===== config.mk =====
export PLATFORM = sky130hd
export DESIGN_NAME = uart_rx_fifo_flat
export DESIGN_NICKNAME = d
export VERILOG_FILES = /design/src/rtl/uart_rx_fifo_if.sv /design/src/rtl/uart_rx_fifo.sv /design/src/flat_wrapper.sv
export SDC_FILE = /design/constraint.sdc
export NUM_CORES = 1
export LEC_CHECK = 0
export ABC_AREA = 1
export CORE_MARGIN = 2
export CORE_UTILIZATION = 55
export CTS_CLUSTER_DIAMETER = 40
export DETAILED_ROUTE_END_ITERATION = 12
export PLACE_DENSITY = 0.73
export SLEW_MARGIN = 10
export SYNTH_ARGS = -nofsm -noshare
export SYNTH_HDL_FRONTEND = slang
export SYNTH_SLANG_ARGS = --single-unit

===== constraint.sdc =====
create_clock -name clk -period 2.1 [get_ports clk]
set_input_delay 0.525 -clock clk [delete_from_list [all_inputs] [get_ports clk]]
set_output_delay 0.525 -clock clk [all_outputs]
set_load 0.005 [all_outputs]

===== src/rtl/uart_rx_fifo_if.sv =====
// Core-side port bundle of the UART receiver: FWFT byte stream plus sticky error flags.
// The receiver drives the master view and the consuming core uses the slave view.
interface uart_rx_fifo_if #(
  parameter int DEPTH_LOG2 = 4
);
  logic [7:0]          rdata;
  logic                rvalid;
  logic                rready;
  logic [DEPTH_LOG2:0] count;
  logic                overrun;
  logic                frame_err;
  logic                clr_err;

  modport master (
    output rdata, rvalid, count, overrun, frame_err,
    input  rready, clr_err
  );

  modport slave (
    input  rdata, rvalid, count, overrun, frame_err,
    output rready, clr_err
  );
endinterface


===== src/rtl/uart_rx_fifo.sv =====
// 8N1 UART receiver with a first-word-fall-through byte FIFO and sticky overrun/framing flags.
// The receiver never stalls: a byte arriving while the FIFO is full is dropped and flagged.
module uart_rx_fifo #(
  parameter int CLK_PER_HALF_BIT = 5208,
  parameter int DEPTH_LOG2       = 4
) (
  input  logic           clk,
  input  logic           rst,
  input  logic           rxd,
  uart_rx_fifo_if.master bus
);
  localparam int DEPTH = 2 ** DEPTH_LOG2;
  localparam int CNT_W = $clog2(2 * CLK_PER_HALF_BIT + 1);
  localparam logic [CNT_W-1:0]      HALF_END = CNT_W'(CLK_PER_HALF_BIT - 1);
  localparam logic [CNT_W-1:0]      BIT_END  = CNT_W'(2 * CLK_PER_HALF_BIT - 1);
  localparam logic [DEPTH_LOG2:0]   FULL_CNT = (DEPTH_LOG2 + 1)'(DEPTH);

  typedef enum logic [2:0] {
    S_WAIT_IDLE = 3'd0,
    S_IDLE      = 3'd1,
    S_START     = 3'd2,
    S_DATA      = 3'd3,
    S_STOP      = 3'd4
  } state_e;

  state_e                state_q, state_d;
  logic                  sync1_q, rxs_q;
  logic [CNT_W-1:0]      cyc_q, cyc_d;
  logic [2:0]            bit_q, bit_d;
  logic [7:0]            shift_q, shift_d;
  logic                  push_s, frame_ev_s;
  logic [7:0]            mem_q [DEPTH];
  logic [DEPTH_LOG2-1:0] wr_ptr_q, wr_ptr_d, rd_ptr_q, rd_ptr_d;
  logic [DEPTH_LOG2:0]   count_q, count_d;
  logic                  overrun_q, overrun_d, frame_err_q, frame_err_d;
  logic                  full_s, pop_s, push_ok_s, drop_s;

  // Two-flop synchroniser; idles high so reset never looks like a start bit.
  always_ff @(posedge clk) begin
    if (rst) begin
      sync1_q <= 1'b1;
      rxs_q   <= 1'b1;
    end else begin
      sync1_q <= rxd;
      rxs_q   <= sync1_q;
    end
  end

  always_ff @(posedge clk) begin
    if (rst) state_q <= S_WAIT_IDLE;
    else     state_q <= state_d;
  end

  always_comb begin
    state_d = state_q;
    case (state_q)
      S_WAIT_IDLE: if (rxs_q) state_d = S_IDLE;      else state_d = S_WAIT_IDLE;
      S_IDLE:      if (!rxs_q) state_d = S_START;    else state_d = S_IDLE;
      S_START:     if (cyc_q == HALF_END) state_d = rxs_q ? S_IDLE : S_DATA;
                   else state_d = S_START;
      S_DATA:      if ((cyc_q == BIT_END) && (bit_q == 3'd7)) state_d = S_STOP;
                   else state_d = S_DATA;
      S_STOP:      if (cyc_q == BIT_END) state_d = rxs_q ? S_IDLE : S_WAIT_IDLE;
                   else state_d = S_STOP;
      default:     state_d = S_WAIT_IDLE;
    endcase
  end

  // Counter restarts at each sample point so every sample lands mid-bit.
  always_comb begin
    cyc_d      = cyc_q + CNT_W'(1);
    bit_d      = bit_q;
    shift_d    = shift_q;
    push_s     = 1'b0;
    frame_ev_s = 1'b0;
    case (state_q)
      S_WAIT_IDLE, S_IDLE: begin
        cyc_d = '0;
        bit_d = 3'd0;
      end
      S_START: if (cyc_q == HALF_END) begin
        cyc_d = '0;
        bit_d = 3'd0;
      end else begin
        cyc_d = cyc_q + CNT_W'(1);
      end
      S_DATA: if (cyc_q == BIT_END) begin
        cyc_d   = '0;
        shift_d = {rxs_q, shift_q[7:1]};
        bit_d   = bit_q + 3'd1;
      end else begin
        cyc_d = cyc_q + CNT_W'(1);
      end
      S_STOP: if (cyc_q == BIT_END) begin
        cyc_d      = '0;
        push_s     = rxs_q;
        frame_ev_s = ~rxs_q;
      end else begin
        cyc_d = cyc_q + CNT_W'(1);
      end
      default: cyc_d = '0;
    endcase
  end

  always_ff @(posedge clk) begin
    if (rst) begin
      cyc_q   <= '0;
      bit_q   <= 3'd0;
      shift_q <= 8'h00;
    end else begin
      cyc_q   <= cyc_d;
      bit_q   <= bit_d;
      shift_q <= shift_d;
    end
  end

  // A push into a full FIFO still succeeds when the head is popped in the same cycle.
  always_comb begin
    full_s    = (count_q == FULL_CNT);
    pop_s     = (count_q != '0) && bus.rready;
    push_ok_s = push_s && (!full_s || pop_s);
    drop_s    = push_s && full_s && !pop_s;
    wr_ptr_d  = push_ok_s ? wr_ptr_q + DEPTH_LOG2'(1) : wr_ptr_q;
    rd_ptr_d  = pop_s ? rd_ptr_q + DEPTH_LOG2'(1) : rd_ptr_q;
    case ({push_ok_s, pop_s})
      2'b10:   count_d = count_q + (DEPTH_LOG2 + 1)'(1);
      2'b01:   count_d = count_q - (DEPTH_LOG2 + 1)'(1);
      default: count_d = count_q;
    endcase
    if (drop_s)           overrun_d = 1'b1;
    else if (bus.clr_err) overrun_d = 1'b0;
    else                  overrun_d = overrun_q;
    if (frame_ev_s)       frame_err_d = 1'b1;
    else if (bus.clr_err) frame_err_d = 1'b0;
    else                  frame_err_d = frame_err_q;
  end

  always_ff @(posedge clk) begin
    if (rst) begin
      wr_ptr_q    <= '0;
      rd_ptr_q    <= '0;
      count_q     <= '0;
      overrun_q   <= 1'b0;
      frame_err_q <= 1'b0;
    end else begin
      wr_ptr_q    <= wr_ptr_d;
      rd_ptr_q    <= rd_ptr_d;
      count_q     <= count_d;
      overrun_q   <= overrun_d;
      frame_err_q <= frame_err_d;
    end
  end

  always_ff @(posedge clk) begin
    if (!rst && push_ok_s) mem_q[wr_ptr_q] <= shift_q;
  end

  assign bus.rvalid    = (count_q != '0);
  assign bus.rdata     = bus.rvalid ? mem_q[rd_ptr_q] : 8'h00;
  assign bus.count     = count_q;
  assign bus.overrun   = overrun_q;
  assign bus.frame_err = frame_err_q;
endmodule


===== src/flat_wrapper.sv =====
// flat-port wrapper written by rule: the top's interface ports become plain ports
module uart_rx_fifo_flat 
#(
  parameter int CLK_PER_HALF_BIT = 5208,
  parameter int DEPTH_LOG2       = 4
)
  (clk, rst, rxd, bus_rdata, bus_rvalid, bus_count, bus_overrun, bus_frame_err, bus_rready, bus_clr_err);
  uart_rx_fifo_if #(.DEPTH_LOG2(DEPTH_LOG2)) bus_i ();
  input  logic clk;
  input  logic rst;
  input  logic rxd;
  output wire logic [$bits(bus_i.rdata)-1:0] bus_rdata;
  output wire logic [$bits(bus_i.rvalid)-1:0] bus_rvalid;
  output wire logic [$bits(bus_i.count)-1:0] bus_count;
  output wire logic [$bits(bus_i.overrun)-1:0] bus_overrun;
  output wire logic [$bits(bus_i.frame_err)-1:0] bus_frame_err;
  input wire logic [$bits(bus_i.rready)-1:0] bus_rready;
  input wire logic [$bits(bus_i.clr_err)-1:0] bus_clr_err;
  assign bus_rdata = bus_i.rdata;
  assign bus_rvalid = bus_i.rvalid;
  assign bus_count = bus_i.count;
  assign bus_overrun = bus_i.overrun;
  assign bus_frame_err = bus_i.frame_err;
  assign bus_i.rready = bus_rready;
  assign bus_i.clr_err = bus_clr_err;
  uart_rx_fifo #(.CLK_PER_HALF_BIT(CLK_PER_HALF_BIT), .DEPTH_LOG2(DEPTH_LOG2)) u_core (.clk(clk), .rst(rst), .rxd(rxd), .bus(bus_i));
endmodule

==> impl_metrics.csv <==
group,metric,value,unit
route,via_per_inst,5.93,
grt,grt_max_degree,22,
timing,report.final.slew_viol_count,0,
grt,grt_remaining_overflow,0,
timing,setup_slack,-0.415,ns
die,die_area,0.0147,sq mm
die,core_area,0.0133,sq mm
die,die_w,121,microns
logic_synthesis,synth_seq_area_share,63.7,%
logic_synthesis,synth_cells,678,
layout,drive_gt1_share,26.4,%
timing,max_freq,398,MHz
clock_tree,cts_tree,"built",
route,vias,5722,
critical_path,path_class,"register to output port",
critical_path,worstSetupStartpointType,"register",
clock_tree,cts.htree.levels,4,
logic_synthesis,synth_top_family_by_area,"simple AND/OR/NAND/NOR gates",
clock_tree,clk_latency,0.43,ns
critical_path,crit_required,1.57,ns
logic_synthesis,synth_compound_gate_area_share,13.4,%
logic_synthesis,netlist_area,0.00757,sq mm
run_status,violations,"negative setup slack",
route,drc,0,
power,power.density,707,mW/mm^2
critical_path,crit_path_cell_trace,"buf_4 -> o21ai_0 -> o221ai_1 -> nand3_1 -> a21oi_2 -> buf_2",
route,routed_wl,18800,microns
power,vdd_drop_max,0.000568,V
critical_path,cpPeakStageDelay,0.38,ns
critical_path,end_kind,"output port",
timing,setup_viol,8,
critical_path,critPathBufInv,2,
timing,finalHoldViolCount,0,
timing,slew_headroom,47.3,%
logic_synthesis,synth_ff_type,"edfxtp_1",
clock_tree,numCtsBuffers,17,
die,die_y,121,microns
critical_path,path_max_fanout,16,
logic_synthesis,synth-xor-area-share,0.925,%
logic_synthesis,synthArstFlopShare,0,%
critical_path,arrival,1.99,ns
route,routedWlPerCell,19.5,microns
placement,post-place-ws,-0.323,ns
clock_tree,cts-hold-fix-buffers,0,
placement,port_buffers,20,
logic_synthesis,synthMuxAreaShare,0,%
grt,antenna_found_initial,0,
worst_hold_path,worstHoldStart,"u_core.sync1_q$_SDFF_PP1_",
clock_tree,clk_pin_slew,0.07,ns
worst_hold_path,min_path_type,"register to register",
power,power.leakage,3.93,nW
grt,grtUsageTotal,26.6,%
timing,rsz0062_at_grt,"true",
run,cap_violations,0,
logic_synthesis,syn_area_per_cell,11.2,sq um
grt,grt_pass1_wl,29200,microns
logic_synthesis,yosysUniqueCellTypes,43,
layout,area_growth_syn_to_layout,27.1,%
critical_path,crit_family,"compound AO/OA/AOI/OAI gates",
layout,nFillCells,921,
timing,fin_tns_setup,-2.99,ns
logic_synthesis,synth-seq-cells,177,
route,antenna_left,0,
clock_tree,cts_buffer_depth,2,
logic_synthesis,synth-simple-area-share,15.5,%
critical_path,rr_startpoint,"u_core.cyc_q[1]$_SDFF_PP0_",
route,drt_iter0_markers,569,
logic_synthesis,yosys_warnings,0,
route,firstDrtPassIters,5,
grt,grt_pass1_vias,5672,
power,total_power,6.81,mW
timing,period_share,120,%
placement,globalplace.congestion,0.900,
logic_synthesis,synth_fa_ha_area_share,2.08,%
layout,finalNetCount,793,
die,num_rows,42,
timing,fin_skew,0.00928,ns
die,io_pins,21,
placement,hpwlAfterDp,11600,microns
timing,tightest_slew,0.790,ns
timing,layout_min_cycle_time,2.51,ns
clock_tree,cts_root_buffer,"clkbuf_16",
run_status,status,"finished, violations left",
logic_synthesis,synth-edff-count,128,
logic_synthesis,synthesis.nets,695,
die,initial_core_util,56.7,%
layout,n_antenna_cell,0,
clock_tree,clock-sinks,177,
critical_path,critPathSlowestCell,"dfxtp_4",
## power by group
part / leakage [nW] / internal [mW] / switching [mW]
Clock: 0.272 / 1.74 / 1.32
Sequential: 1.89 / 3.70 / 0.00310
Combinational: 1.77 / 0.0177 / 0.0263
Total: 3.93 / 5.46 / 1.35
## worst register-to-register path, delay by kind of cell, from the launching register on
kind / cells / cell delay, ns
AO/OA/AOI/OAI: 3 / 0.50
buffers and inverters: 2 / 0.17
adder cells (fa/ha/maj): 2 / 0.30
flip-flops: 1 / 0.35
AND/OR/NAND/NOR: 8 / 0.68
## cells in the final DEF (no fill, tap or decap), types with 11 or more instances in the layout
master / count
edfxtp_1: 128
nor2_1: 116
buf_4: 55
dfxtp_1: 45
nand2_1: 42
inv_1: 40
o21ai_0: 38
o21bai_1: 33
nand3_1: 31
a21oi_1: 19
o221ai_1: 17
clkbuf_16: 17
buf_6: 14
o21ai_1: 11
clkdlybuf4s50_1: 11
buf_12: 11
## per-layer routing
metal / track usage [%] / share of wire [%] / vias to the layer above
met5: 0 / 0 / -
met4: 12.1 / 3.1 / 0
li1: - / - / 2613
met1: 31.7 / 38 / 2784
met2: 47.1 / 52 / 276
met3: 4.56 / 6.3 / 49
## path summary, 6_finish.rpt
path	end	slack (ns)	cells after the start
max	bus_rdata[4]	-0.41	6
min	u_core.rxs_q$_SDFF_PP1_	0.42	1
max reg2reg	u_core.bus.count[4]$_SDFFE_PP0P_	0.01	15
min reg2reg	u_core.rxs_q$_SDFF_PP1_	0.42	1
## Yosys cell counts, types with 4 or more instances
| cell type | n | area, sq um |
|---|---|---|
| nand4_1 | 6 | 37.5 |
| ha_1 | 11 | 138 |
| a21oi_1 | 24 | 120 |
| inv_1 | 42 | 158 |
| o21a_1 | 8 | 60.1 |
| xor2_1 | 7 | 61.3 |
| nor2_4 | 4 | 45.0 |
| o211ai_1 | 9 | 67.6 |
| o221ai_1 | 24 | 210 |
| nand3_1 | 37 | 185 |
| nand2_2 | 6 | 37.5 |
| nand2_1 | 47 | 176 |
| buf_2 | 11 | 55.1 |
| nor2_1 | 123 | 462 |
| o21bai_1 | 33 | 248 |
| inv_2 | 8 | 30.0 |
| clkbuf_1 | 13 | 48.8 |
| edfxtp_1 | 128 | 3840 |
| o21ai_0 | 48 | 240 |
| nand3_2 | 4 | 40.0 |
| dfxtp_1 | 49 | 981 |
## what timing repair did
item / in CTS / in global routing
pin swaps: 42 / 19
setup endpoints to repair: 50 / 139
gates cloned: 7 / 0
buffers inserted: 15 / 9
gates resized for setup: 80 / 27
## stage by stage
| step | cell area (sq um) | utilization, % | std cells | hold slack [ns] |
|---|---|---|---|---|
| after global placement | 8420 | 63.0 | 902 | 0.397 |
| after detailed placement | 8420 | 63.0 | 902 | 0.405 |
| final | 9620 | 72.1 | 965 | 0.415 |
| after CTS | 9430 | 70.6 | 956 | 0.420 |
| after global routing | 9620 | 72.1 | 965 | 0.442 |
| after floorplan | 7640 | - | 678 | 0.389 |
## final cells by class
cell class                      count  area [sq um]  share of cell area (%)
Multi-Input combinational cell    423          2660                    27.6
Tap cell                          176           220                    2.29
Sequential cell                   177          4830                    50.2
Clock inverter                     14           140                    1.46
Clock buffer                       18           429                    4.46
Timing Repair Buffer              107          1150                    12.0
Inverter                           50           193                    2.00
## state kept, by name (all words and copies together) (netlist names), 3 cells and up, named ones only
| signal | cells |
|---|---|
| u_core.bus.count | 5 |
| u_core.state_q | 3 |
| u_core.mem_q | 128 |
| u_core.shift_q | 8 |
| u_core.rd_ptr_q | 4 |
| u_core.bit_q | 3 |
| u_core.cyc_q | 14 |
| u_core.wr_ptr_q | 4 |
## cell families after synthesis
kind of cell | Yosys count
simple gates | 247
flops | 177
compound gates | 156
buf+inv | 78
fa+ha+maj | 12
xor+xnor | 8
(Power assumes the default switching activity.)
